`src/rtl/fetch_stage_if.sv`:
```
// Instruction-memory request/acknowledge port used by the fetch stage.
interface fetch_stage_if #(
  parameter int unsigned XLEN = 32
);
  logic            ImemReq;
  logic [XLEN-1:0] ImemAddr;
  logic            ImemAck;
  logic [XLEN-1:0] ImemRdata;

  modport master (output ImemReq, ImemAddr, input ImemAck, ImemRdata);
  modport slave  (input ImemReq, ImemAddr, output ImemAck, ImemRdata);
endinterface

```
`src/rtl/fetch_stage.sv`:
```
// RV32I IF stage plus IF/ID register over a variable-latency req/ack imem port.
// Optional macro FETCH_PERF_EN adds bubble and discarded-transfer counters.
module fetch_stage #(
  parameter int unsigned    XLEN     = 32,
  parameter logic [XLEN-1:0] RESET_PC = '0
) (
  input  logic            clk,
  input  logic            reset,
  input  logic            StallF,
  input  logic            StallD,
  input  logic            FlushD,
  input  logic            PCSrcE,
  input  logic [XLEN-1:0] PCTargetE,
  fetch_stage_if.master   imem,
  output logic [XLEN-1:0] InstrD,
  output logic [XLEN-1:0] PCD,
  output logic [XLEN-1:0] PCPlus4D,
  output logic            ValidD
`ifdef FETCH_PERF_EN
  ,
  output logic [31:0]     BubbleCntD,
  output logic [31:0]     DiscardCnt
`endif
);

  localparam logic [1:0] S_FETCH   = 2'b00;
  localparam logic [1:0] S_HOLD    = 2'b01;
  localparam logic [1:0] S_DISCARD = 2'b10;

  localparam logic [XLEN-1:0] NOP     = XLEN'(32'h0000_0013);
  localparam logic [XLEN-1:0] PC_STEP = XLEN'(4);

  logic [1:0]      state, state_n;
  logic [XLEN-1:0] pcf, pcf_n;
  logic [XLEN-1:0] redir, redir_n;
  logic [XLEN-1:0] buffer, buffer_n;
  logic [XLEN-1:0] pcf_plus4;
  logic [XLEN-1:0] avail_instr;
  logic            xfer;
  logic            avail;

  assign imem.ImemReq  = !reset && (state != S_HOLD);
  assign imem.ImemAddr = pcf;

  assign xfer        = imem.ImemReq && imem.ImemAck;
  assign avail       = ((state == S_FETCH) && xfer) || (state == S_HOLD);
  assign avail_instr = (state == S_HOLD) ? buffer : imem.ImemRdata;
  assign pcf_plus4   = pcf + PC_STEP;

  // Next-state: a redirect from E always outranks stall handling.
  always_comb begin
    state_n  = state;
    pcf_n    = pcf;
    redir_n  = redir;
    buffer_n = buffer;
    case (state)
      S_FETCH: begin
        if (PCSrcE) begin
          if (xfer) begin
            pcf_n = PCTargetE;
          end else begin
            redir_n = PCTargetE;
            state_n = S_DISCARD;
          end
        end else if (xfer) begin
          if (StallF) begin
            buffer_n = imem.ImemRdata;
            state_n  = S_HOLD;
          end else begin
            pcf_n = pcf_plus4;
          end
        end
      end
      S_HOLD: begin
        if (PCSrcE) begin
          pcf_n   = PCTargetE;
          state_n = S_FETCH;
        end else if (!StallF) begin
          pcf_n   = pcf_plus4;
          state_n = S_FETCH;
        end
      end
      S_DISCARD: begin
        if (PCSrcE) begin
          redir_n = PCTargetE;
          if (xfer) begin
            pcf_n   = PCTargetE;
            state_n = S_FETCH;
          end
        end else if (xfer) begin
          pcf_n   = redir;
          state_n = S_FETCH;
        end
      end
      default: state_n = S_FETCH;
    endcase
  end

  always_ff @(posedge clk) begin
    if (reset) begin
      state  <= S_FETCH;
      pcf    <= RESET_PC;
      redir  <= '0;
      buffer <= '0;
    end else begin
      state  <= state_n;
      pcf    <= pcf_n;
      redir  <= redir_n;
      buffer <= buffer_n;
    end
  end

  // IF/ID register: flush beats stall beats load.
  always_ff @(posedge clk) begin
    if (reset || FlushD) begin
      InstrD   <= NOP;
      PCD      <= '0;
      PCPlus4D <= '0;
      ValidD   <= 1'b0;
    end else if (!StallD) begin
      if (avail && !PCSrcE) begin
        InstrD   <= avail_instr;
        PCD      <= pcf;
        PCPlus4D <= pcf_plus4;
        ValidD   <= 1'b1;
      end else begin
        InstrD   <= NOP;
        PCD      <= '0;
        PCPlus4D <= '0;
        ValidD   <= 1'b0;
      end
    end
  end

`ifdef FETCH_PERF_EN
  logic bubble_inc;
  logic discard_inc;

  assign bubble_inc  = !FlushD && !StallD && !avail;
  assign discard_inc = xfer && ((state == S_DISCARD) || ((state == S_FETCH) && PCSrcE));

  always_ff @(posedge clk) begin
    if (reset) begin
      BubbleCntD <= '0;
      DiscardCnt <= '0;
    end else begin
      if (bubble_inc)  BubbleCntD <= BubbleCntD + 32'd1;
      if (discard_inc) DiscardCnt <= DiscardCnt + 32'd1;
    end
  end
`endif

endmodule
```
`src/flat_wrapper.sv`:
```
// flat-port wrapper written by rule: the top's interface ports become plain ports
module fetch_stage_flat 
#(
  parameter int unsigned    XLEN     = 32,
  parameter logic [XLEN-1:0] RESET_PC = '0
)
  (clk, reset, StallF, StallD, FlushD, PCSrcE, PCTargetE, InstrD, PCD, PCPlus4D, ValidD, imem_ImemReq, imem_ImemAddr, imem_ImemAck, imem_ImemRdata);
  fetch_stage_if #(.XLEN(XLEN)) imem_i ();
  input  logic clk;
  input  logic reset;
  input  logic StallF;
  input  logic StallD;
  input  logic FlushD;
  input  logic PCSrcE;
  input  logic [XLEN-1:0] PCTargetE;
  output logic [XLEN-1:0] InstrD;
  output logic [XLEN-1:0] PCD;
  output logic [XLEN-1:0] PCPlus4D;
  output logic ValidD;
  output wire logic [$bits(imem_i.ImemReq)-1:0] imem_ImemReq;
  output wire logic [$bits(imem_i.ImemAddr)-1:0] imem_ImemAddr;
  input wire logic [$bits(imem_i.ImemAck)-1:0] imem_ImemAck;
  input wire logic [$bits(imem_i.ImemRdata)-1:0] imem_ImemRdata;
  assign imem_ImemReq = imem_i.ImemReq;
  assign imem_ImemAddr = imem_i.ImemAddr;
  assign imem_i.ImemAck = imem_ImemAck;
  assign imem_i.ImemRdata = imem_ImemRdata;
  fetch_stage #(.XLEN(XLEN), .RESET_PC(RESET_PC)) u_core (.clk(clk), .reset(reset), .StallF(StallF), .StallD(StallD), .FlushD(FlushD), .PCSrcE(PCSrcE), .PCTargetE(PCTargetE), .imem(imem_i), .InstrD(InstrD), .PCD(PCD), .PCPlus4D(PCPlus4D), .ValidD(ValidD));
endmodule
```
`config.mk`:
```
export PLATFORM = sky130hd
export DESIGN_NAME = fetch_stage_flat
export DESIGN_NICKNAME = d
export VERILOG_FILES = /design/src/rtl/fetch_stage_if.sv /design/src/rtl/fetch_stage.sv /design/src/flat_wrapper.sv
export SDC_FILE = /design/constraint.sdc
export NUM_CORES = 1
export LEC_CHECK = 0
export BUFFER_PORTS_ARGS = -buffer_cell sky130_fd_sc_hd__clkbuf_2
export CAP_MARGIN = 40
export CORE_UTILIZATION = 55
export CTS_CLUSTER_SIZE = 24
export DETAILED_ROUTE_END_ITERATION = 16
export PLACE_DENSITY = 0.8
export SETUP_SLACK_MARGIN = 0.05
export SKIP_CTS_REPAIR_TIMING = 1
export SLEW_MARGIN = 20
export SYNTH_ARGS = -nofsm -noshare
export SYNTH_HDL_FRONTEND = slang
export SYNTH_SLANG_ARGS = --single-unit
```
`constraint.sdc`:
```
create_clock -name clk -period 2.43 [get_ports clk]
set_clock_uncertainty 0.05 [all_clocks]
set_input_delay 0.1215 -clock clk [delete_from_list [all_inputs] [get_ports clk]]
set_output_delay 0.1215 -clock clk [all_outputs]
set_load 0.02 [all_outputs]
```
Yosys cells after proc, flatten, opt, wreduce, memory -nomap -nowiden
Cells that the tools add are included.

Register bits: 195. Bits of input ports: 71. Output and inout bits: 130. Logic and storage cells: 62.

Add/sub/neg operators: 1. Equal/unequal tests: 12. Mux-type cells: 25. Bitwise logic cells: 1. Reduce and logical (&&, ||, !) cells: 15.

Operators with widths (count): $mux 32 (14); $pmux 32 s3 (1); $pmux 32 s2 (1); $add 32x3->32 const B (1); $mux 2 (7); $ne 3x3->1 const B (3); $reduce_and 4->1 (2); $ne 2x2->1 const B (3); $ne 3x2->1 const B (2); $pmux 2 s3 (1); $reduce_and 5->1 (1); $logic_and 1x1->1 (4); $ne 2x1->1 const B (2); $reduce_and 3->1 (1); $reduce_bool 3->1 (1); $eq 2x1->1 const B (1); $eq 2x2->1 const B (1); $logic_not 1->1 (2); $logic_not 2->1 (1); $logic_or 1x1->1 (2); $reduce_bool 2->1 (1); $mux 1 (1); $not 1->1 (1).

Logic depth before layout (Yosys ltp)
Gate-level depths: netlist (run 1).

Depth after elaboration: 7. Gate-level depth with buffers: 10.

Worst setup path after synthesis (run 1)
OpenSTA, ideal clock, no wires.

Path type: flip-flop to flip-flop. From: register u_core.state[1]. To: register u_core.pcf[29] (netlist: u_core.imem.ImemAddr[29]). Library setup time: 132 ps. Arrival time: 1930 ps. Data required time: 2248 ps. Path slack: 318 ps. Cell stages (with the launch flop): 10. Buffers on the path: 3. Clock period less this slack: 2112 ps. Path through: dfxtp_1 inv_1 ha_1 buf_2 or3b_1 clkbuf_1 clkbuf_1 a221oi_1 o22a_1 a21oi_1.

Cells in the longest elaborated chain, start to end: 6. Elaborated cells on any way between the ends: 14.

Ends and longest elaborated chain: from (decl) (RTL line fetch_stage.sv:33) `logic [1:0] state, state_n;`; from (signal assigned) (RTL line fetch_stage.sv:106) `state <= state_n;`; $ne 2x1->1 (RTL line fetch_stage.sv:42) `assign imem.ImemReq = !reset && (state != S_HOLD);`; $logic_and 1x1->1 (RTL line fetch_stage.sv:42); $logic_and 1x1->1 (RTL line fetch_stage.sv:45) `assign xfer = imem.ImemReq && imem.ImemAck;`; $mux 32; $mux 32, on equally long branches; $pmux 32 s3 (RTL line fetch_stage.sv:56) `case (state)`; to (signal assigned) (RTL line fetch_stage.sv:107) `pcf <= pcf_n;`; to (decl) (RTL line fetch_stage.sv:34) `logic [XLEN-1:0] pcf, pcf_n;`.

Parallel ways exist; a longest one is shown, timed or not. A chain may end at the register's enable or synchronous reset.

Worst setup path after layout (run 1)
From: register u_core.state[1]. To: register u_core.pcf[15] (netlist: u_core.imem.ImemAddr[15]).

Same word-level chain as after synthesis.

==> run metrics, run 1 <==
outcome completed; clk buf depth 2; fin. max-slew vios 0; Critical-path top delay cell a311oi_1; global-route wire length before repair 45.7 mm; pre-CTS WS 0.140 ns; Diodes inserted 0; DP Area 10900 sq um; P_leak 4.78 nW; gpl congestion 0.895; time the worst path needs with I/O delays and setup 2.31 ns; sequential share of the synthesized area 0.408; largest net degree at the start of global routing 67; Top Family by Delay on Critical Path compound AO/OA/AOI/OAI gates; drt total wl 30.5 mm; Worst Path Required 2.67 ns; maxcap violations 0; Die W 133 um; clock sinks 193; crit path buf inv count 2; Post-synth ARST share 0; dominant synthesized flop cell dfxtp_1; Design Area, Final 12100 sq um; main combinational cell family by area after synthesis compound AO/OA/AOI/OAI gates; worst min-delay path class in2reg; TritonCTS clock tree yes; DRT antenna net count 0; Mapped Avg Cell Area 8.15 sq um; vias post-DR 9956; Highest Clock Rate 432 MHz; Initial Util 0.568; Post-Syn Area 9480 sq um; H-tree depth 4; Post-Synth XOR/XNOR Area 0.0314; final hold vios 0; kind of critical path reg2reg; multiplexer share of the synthesized area 0.0612; Tcrit/Tclk final 0.952; Arr. time, crit path 2.55 ns; Area Overhead vs Synth 28.0%; Synth Net Count 1239; WL/cell 18.6 um; CP peak stage delay 0.39 ns; Yosys cell types 66; compound-cell area share of the yosys netlist 0.216; Slew headroom 0.502; Total GRT Usage 0.324; # fillers 1284; fin nets 1482; setup_tns 0 ns; post-synthesis simple-gate area fraction 0.215; Post-synth EDFFs 0; leading area contributor after synthesis dfxtp_1; num rows 47; CP max FO 23; Worst Setup Start Kind register; Area contributors post-synth dfxtp_1 41%, nand2_1 7.9%, a22oi_1 7.3%; CTS Buf Count 17; die area 17800 sq um; pwr dens 624 nW/um^2; post-synthesis adder-cell area fraction 0.00660; Skew-Pair Late Insertion Delay 0.44 ns; height of the die 133 um; Cells after Synth 1163; CORE AREA 16700 sq um; Synth warnings 0; critical path, cell by cell inv_1, ha_2, nor3b_4, buf_6, mux2i_1, o211ai_1, a311oi_1, nor4_1; DPL Wire Length 20.7 mm; Worst setup EP type register; final setup margin 0.116 ns; Root Driver clkbuf_16; Initial DRC Count 1031; flops & latches, synth 193; initial antenna violation count 0; PortBufs 200; Least-Margin Pin Slew 0.748 ns; share of the synthesized area in the top cell type 0.408; vias per cell 6.08; endpoints failing setup 0; RSZ-0062 raised after global routing true; drt first pass iters 5; Max IR drop VDD 0.552 mV; Worst-path clk slew 0.08 ns; Residual DRC 0; fraction of layout cells with a size suffix above 1 0.255; I/O Pins 201; grt total ovfl 0; number of global-route vias before repair 8337
==> Yosys cell counts (18+ instances only) <==
library cell and instances:
nand2_1 200, dfxtp_1 193, nor2_1 118, a21oi_1 94, a22oi_1 92, clkbuf_1 71, o21ai_0 36, mux2_2 32
buf_2 28, nand3_1 23, mux2i_1 22, nor3_1 21, o22ai_1 18
==> cells by family after synthesis <==
family | Yosys count
adders and majority gates | 5
AOI/OAI and AO/OA | 313
and+or+nand+nor | 433
DFF | 193
buffers and inverters | 131
xor gates and xnor gates | 34
muxes | 54
==> state kept, by name (all words and copies together) (netlist names) <==
signal / cells
u_core.buffer: 32
u_core.PCD: 30
u_core.state: 2
u_core.ValidD: 1
u_core.InstrD: 32
u_core.imem.ImemAddr: 32
u_core.PCPlus4D: 32
u_core.redir: 32
==> through the flow <==
step / utilization / power, mW / std cells / hold slack, ns
after detailed placement: 0.652 / 4.80 / 1540 / 0.312
final: 0.727 / 7.57 / 1638 / 0.161
after global placement: 0.651 / 4.77 / 1539 / 0.308
after CTS: 0.685 / 7.43 / 1571 / -0.151
after floorplan: - / 4.29 / 1163 / 0.204
after global routing: 0.727 / 7.83 / 1638 / 0.162
==> area by class of cell <==
| class | instances | area [sq um] | share of cell area |
|---|---|---|---|
| multi-input cells | 839 | 5090 | 0.419 |
| clock buffers | 17 | 425 | 0.0351 |
| clock inverters | 14 | 126 | 0.0104 |
| flip-flops and latches | 193 | 3860 | 0.318 |
| well taps | 220 | 275 | 0.0227 |
| repair buffers | 338 | 2290 | 0.189 |
| inverters | 17 | 63.8 | 0.00526 |
==> placed cells by master, fill, tap and decap left out, types with 4 or more instances in the layout <==
master / instances
a31oi_1: 5
buf_4: 64
mux2i_1: 22
nand3_1: 23
a311oi_1: 4
and3_1: 7
inv_8: 5
nor4_1: 7
dlygate4sd3_1: 66
a211oi_1: 13
clkinv_4: 4
o21ai_0: 35
nand2_1: 199
o22ai_1: 17
and2_1: 6
a22oi_1: 92
buf_12: 6
nor4_4: 5
xor2_1: 17
nor2_1: 117
nor2b_1: 4
nor3_1: 20
inv_1: 16
xnor2_1: 17
mux2_2: 32
and4_1: 4
clkbuf_2: 199
nand4_1: 11
clkbuf_16: 17
ha_1: 4
a221oi_1: 9
nand2b_1: 4
o21ai_1: 5
dfxtp_1: 192
a22o_1: 12
a21oi_1: 94
==> worst register-to-register path: cells and delay by family, from the launching register on <==
kind            cells  cell delay [ns]
compound gates      2             0.53
fa+ha+maj           1             0.21
buf+inv             2             0.37
flops               1             0.35
mux                 1             0.23
simple gates        2             0.41
==> where the power goes <==
| group | internal [mW] | switching [mW] |
|---|---|---|
| logic | 0.578 | 0.915 |
| clock network | 1.35 | 1.34 |
| registers | 3.28 | 0.113 |
==> final timing paths <==
path                                      endpoint  slack, ns  cells after the start                             start
max          u_core.imem.ImemAddr[15]$_SDFFE_PP0P_       0.12                      8      u_core.state[1]$_SDFFE_PP0P_
min                 u_core.InstrD[24]$_SDFFE_PP0N_       0.16                      3                            StallD
max reg2reg  u_core.imem.ImemAddr[15]$_SDFFE_PP0P_       0.12                      8      u_core.state[1]$_SDFFE_PP0P_
min reg2reg       u_core.PCPlus4D[20]$_SDFFE_PP0N_       0.40                      2  u_core.PCPlus4D[20]$_SDFFE_PP0N_
==> metal layers <==
layer,vias to the layer above,GRT usage,wire [um]
met1,4654,0.481,13100
met2,590,0.461,13400
li1,4620,-,-
met5,-,0,0
met3,92,0.0537,2800
met4,0,0.134,1150
No activity file was read; power rests on OpenSTA's default activity.
==> run 2, diff against run 1 <==
--- a/config.mk
+++ b/config.mk
@@ -7,6 +7,7 @@
 export LEC_CHECK = 0
 export BUFFER_PORTS_ARGS = -buffer_cell sky130_fd_sc_hd__clkbuf_2
 export CAP_MARGIN = 40
+export CORE_MARGIN = 5
 export CORE_UTILIZATION = 55
 export CTS_CLUSTER_SIZE = 24
 export DETAILED_ROUTE_END_ITERATION = 16
==> run 2 against run 1 <==
Net effect:
- wire length increased by 0.48%
- critical path type unchanged
- final cell count up 0.18%
- total power rose by 0.89%
- die area up 12%
- count of clock-buffer cells in the layout unchanged
- utilization shrank 1.5 points
- worst hold slack worse by 0.14 ns
- critical path depth grew 2
- clock power is 3% higher
==> run metrics, run 2 (synthesized netlist as in run 1, its figures left out) <==
drt first pass iters 6; fin nets 1478; Initial Util 0.554; Tcrit/Tclk final 0.952; DPL Wire Length 21.4 mm; H-tree depth 4; worst min-delay path class in2reg; vias per cell 5.98; Worst Path Required 2.73 ns; num rows 48; setup_tns 0 ns; Skew-Pair Late Insertion Delay 0.44 ns; R2R cell count 10; RSZ-0062 raised after global routing true; Arr. time, crit path 2.62 ns; Residual DRC 0; worst setup path endpoint u_core.buffer[23]$_SDFFE_PP0P_; Die W 141 um; initial antenna violation count 0; fin. max-slew vios 0; I/O Pins 201; DRT antenna net count 0; fraction of layout cells with a size suffix above 1 0.256; final hold vios 0; CTS Buf Count 17; largest net degree at the start of global routing 76; Max IR drop VDD 0.558 mV; drt total wl 30.6 mm; Final Power 7.64 mW; Worst-path clk slew 0.08 ns; Worst setup EP type register; hold path startpoint StallD; critical path startpoint u_core.state[1]$_SDFFE_PP0P_; CORE AREA 17100 sq um; Initial DRC Count 869; die area 20000 sq um; outcome completed; Worst Setup Start Kind register; # fillers 1325; vias post-DR 9816; maxcap violations 0; clk buf depth 2; gpl congestion 0.929; Total GRT Usage 0.289; r2r setup slk 0.12 ns; pwr dens 627 nW/um^2; global-route wire length before repair 47.0 mm; commonest non-fill, non-tap cells in the layout 199 x nand2_1, 199 x clkbuf_2, 193 x dfxtp_1; WL/cell 18.7 um; Least-Margin Pin Slew 0.593 ns; RR Startpoint u_core.state[1]$_SDFFE_PP0P_; Reg-to-Reg End u_core.buffer[23]$_SDFFE_PP0P_; Root Driver clkbuf_16; Area Overhead vs Synth 28.5%; pre-CTS WS 0.0150 ns; number of global-route vias before repair 8740; PortBufs 200; Slew headroom 0.601; endpoints failing setup 0; P_leak 4.79 nW; clock sinks 193; height of the die 141 um; final setup margin 0.116 ns; TritonCTS clock tree yes; time the worst path needs with I/O delays and setup 2.31 ns; CP max FO 32; grt total ovfl 0; kind of critical path reg2reg; Highest Clock Rate 432 MHz
[run 2: cell count changes in the layout (fill, tap and decap cells not counted), moves of 3 or more]
cell	before	now
buf_4	64	59
buf_6	3	0
buf_8	0	3
clkinv_8	0	3
[run 2: worst min path at each step]
stage / end / slack [ns] / cells past startpoint
finish: u_core.InstrD[23]$_SDFFE_PP0N_ / 0.02 / 3
floorplan: u_core.InstrD[0]$_SDFFE_PP1N_ / 0.20 / 2
global route: u_core.redir[26]$_SDFFE_PP0P_ / 0.03 / 2
global placement: u_core.buffer[7]$_SDFFE_PP0P_ / 0.31 / 3
CTS: u_core.buffer[15]$_SDFFE_PP0P_ / -0.15 / 3
detailed placement: u_core.buffer[18]$_SDFFE_PP0P_ / 0.31 / 3
[run 2: final cells by class]
| type | instances | area (sq um) | area share |
|---|---|---|---|
| antenna | 1 | 2.50 | 0.000205 |
| clock buffer | 17 | 425 | 0.0349 |
| clock inverter | 15 | 164 | 0.0135 |
| inverter | 17 | 63.8 | 0.00524 |
| multi-input combinational | 839 | 5080 | 0.417 |
| sequential | 193 | 3860 | 0.317 |
| tap | 225 | 282 | 0.0231 |
| timing repair buffer | 334 | 2290 | 0.188 |
[run 2: per-layer routing]
layer,GRT usage,part of all wire
met1,0.424,0.44
met2,0.428,0.45
met3,0.0536,0.093
met4,0.0948,0.025
met5,0,0
[run 2: report_power, final]
part           total [mW]  internal, mW  switching (mW)
combinational        1.48         0.585           0.900
sequential           3.38          3.28           0.108
clock                2.77          1.38            1.38
total                7.64          5.25            2.39
[run 2: worst max-delay path, cell delays in order, from the launching register on]
cell     delay, ns
dfxtp_1       0.37
inv_1         0.10
ha_2          0.28
nor3b_4       0.19
buf_4         0.18
buf_4         0.25
nand2_1       0.14
nor2_2        0.17
buf_12        0.20
nand2_1       0.10
a21oi_1       0.19
[run 2: metrics by stage]
step / area, sq um / hold WS, ns / util / instances
floorplan: 9480 / 0.204 / - / 1163
global route: 12200 / 0.0296 / 0.711 / 1640
CTS: 11400 / -0.149 / 0.669 / 1573
global placement: 10800 / 0.307 / 0.633 / 1540
finish: 12200 / 0.0211 / 0.712 / 1641
detailed placement: 10900 / 0.314 / 0.635 / 1541
==> run 3, diff against run 2 <==
--- a/config.mk
+++ b/config.mk
@@ -5,12 +5,12 @@
 export SDC_FILE = /design/constraint.sdc
 export NUM_CORES = 1
 export LEC_CHECK = 0
-export BUFFER_PORTS_ARGS = -buffer_cell sky130_fd_sc_hd__clkbuf_2
 export CAP_MARGIN = 40
 export CORE_MARGIN = 5
-export CORE_UTILIZATION = 55
+export CORE_UTILIZATION = 64
 export CTS_CLUSTER_SIZE = 24
 export DETAILED_ROUTE_END_ITERATION = 16
+export DONT_BUFFER_PORTS = 1
 export PLACE_DENSITY = 0.8
 export SETUP_SLACK_MARGIN = 0.05
 export SKIP_CTS_REPAIR_TIMING = 1
==> run 3 against run 2 <==
Net effect:
- the flow now finishes with violations (hold timing)
- critical path depth decreased by 2
- non-clock buffer count decreased by 192
- register-to-register slack about the same
- die area decreased by 13%
- clock power increased by 4%
- total power increased by 0.39%
- wire length decreased by 0.57%
- global-route usage increased by 2.4 points
- critical path type unchanged
- critical endpoint is now u_core.imem.ImemAddr[30]$_SDFFE_PP0P_
==> run metrics, run 3 (synthesized netlist as in run 1, its figures left out) <==
final setup margin 0.118 ns; CP peak stage delay 0.49 ns; num rows 44; DRT antenna net count 0; Cell Count Post-Placement 1303; Worst-path clk slew 0.07 ns; commonest non-fill, non-tap cell in the layout nand2_1; global-route wire length before repair 44.9 mm; height of the die 132 um; Total GRT Usage 0.313; vias post-DR 9293; P_leak 3.94 nW; maxcap violations 0; Area Overhead vs Synth 18.0%; Diodes inserted 0; Critical-path top delay cell or4b_1; final hold slack -0.0397 ns; Initial Util 0.652; drt total wl 30.4 mm; Residual DRC 0; I/O Pins 201; Die W 132 um; failing checks hold timing; CTS Buf Count 17; TritonCTS clock tree yes; Least-Margin Pin Slew 0.766 ns; Final Power 7.67 mW; H-tree depth 4; drt first pass iters 6; fin nets 1286; Arr. time, crit path 2.63 ns; Worst Setup Start Kind register; number of global-route vias before repair 7807; DPL Wire Length 20.0 mm; Root Driver clkbuf_16; Worst setup EP type register; outcome complete, but fails checks; Highest Clock Rate 433 MHz; grt total ovfl 0; time the worst path needs with I/O delays and setup 2.31 ns; kind of critical path reg2reg; Top Family by Delay on Critical Path simple AND/OR/NAND/NOR gates; critical path, cell by cell inv_1, ha_1, nor2_1, buf_4, o31ai_2, buf_12, or4b_1, a31oi_1; Finished Layout Cells 1407; final hold vios 2; gpl congestion 0.956; PortBufs 0; setup_tns 0 ns; vias per cell 6.60; crit path buf inv count 3; clock sinks 193; Skew-Pair Late Insertion Delay 0.44 ns; die area 17300 sq um; worst min-delay path class in2reg; endpoints failing setup 0; Tcrit/Tclk final 0.951; Slew headroom 0.488; CORE AREA 14500 sq um; fraction of layout cells with a size suffix above 1 0.132; pwr dens 685 nW/um^2; fin. max-slew vios 0; clk buf depth 2; final core occ 0.770; initial antenna violation count 0; CP max FO 24; Initial DRC Count 1016; WL/cell 21.6 um; largest net degree at the start of global routing 105; Worst Path Required 2.75 ns; commonest non-fill, non-tap cells in the layout 199 x nand2_1, 193 x dfxtp_1, 117 x nor2_1; RSZ-0062 raised after global routing false; Max IR drop VDD 0.497 mV; pre-CTS WS 0.135 ns
run 3: path summary, 6_finish.rpt:
check / start / end / slack, ns / cells past startpoint
min: StallF / u_core.imem.ImemAddr[16]$_SDFFE_PP0P_ / -0.04 / 3
min reg2reg: u_core.redir[22]$_SDFFE_PP0P_ / u_core.redir[22]$_SDFFE_PP0P_ / 0.40 / 2
max: u_core.state[0]$_SDFFE_PP0P_ / u_core.imem.ImemAddr[30]$_SDFFE_PP0P_ / 0.12 / 8
max reg2reg: u_core.state[0]$_SDFFE_PP0P_ / u_core.imem.ImemAddr[30]$_SDFFE_PP0P_ / 0.12 / 8
run 3: cell type report:
type | count | area (sq um)
fill | 1036 | 3350
clock inverter | 11 | 143
tap | 184 | 230
clock buffer | 21 | 460
multi-input combinational | 839 | 5090
inverter | 17 | 63.8
timing repair buffer | 142 | 1340
sequential | 193 | 3860
run 3: worst min-delay path: cells and delay by family:
kind            cells  cell delay, ns
compound gates      2            0.22
simple gates        1            0.04
run 3: stage by stage:
stage	cell area [sq um]	hold WS (ns)
after global placement	9790	0.150
final	11200	-0.0397
after detailed placement	9810	0.152
after CTS	10400	-0.311
after global routing	11200	0.00468
after floorplan	9480	0.204
run 3: report_power, final:
| part | switching, mW | leakage (nW) | internal (mW) | total [mW] |
|---|---|---|---|---|
| combinational | 0.841 | 2.08 | 0.534 | 1.37 |
| clock | 1.29 | 0.294 | 1.61 | 2.89 |
| sequential | 0.122 | 1.56 | 3.28 | 3.40 |
| total | 2.25 | 3.94 | 5.42 | 7.67 |
run 3: metal layers:
metal | vias up | wire length [um] | global-route usage | part of all wire
met2 | 616 | 13300 | 0.449 | 0.44
li1 | 4224 | - | - | -
met3 | 86 | 3720 | 0.109 | 0.12
met4 | 0 | 785 | 0.0800 | 0.026
met1 | 4367 | 12600 | 0.451 | 0.41
met5 | - | 0 | 0 | 0
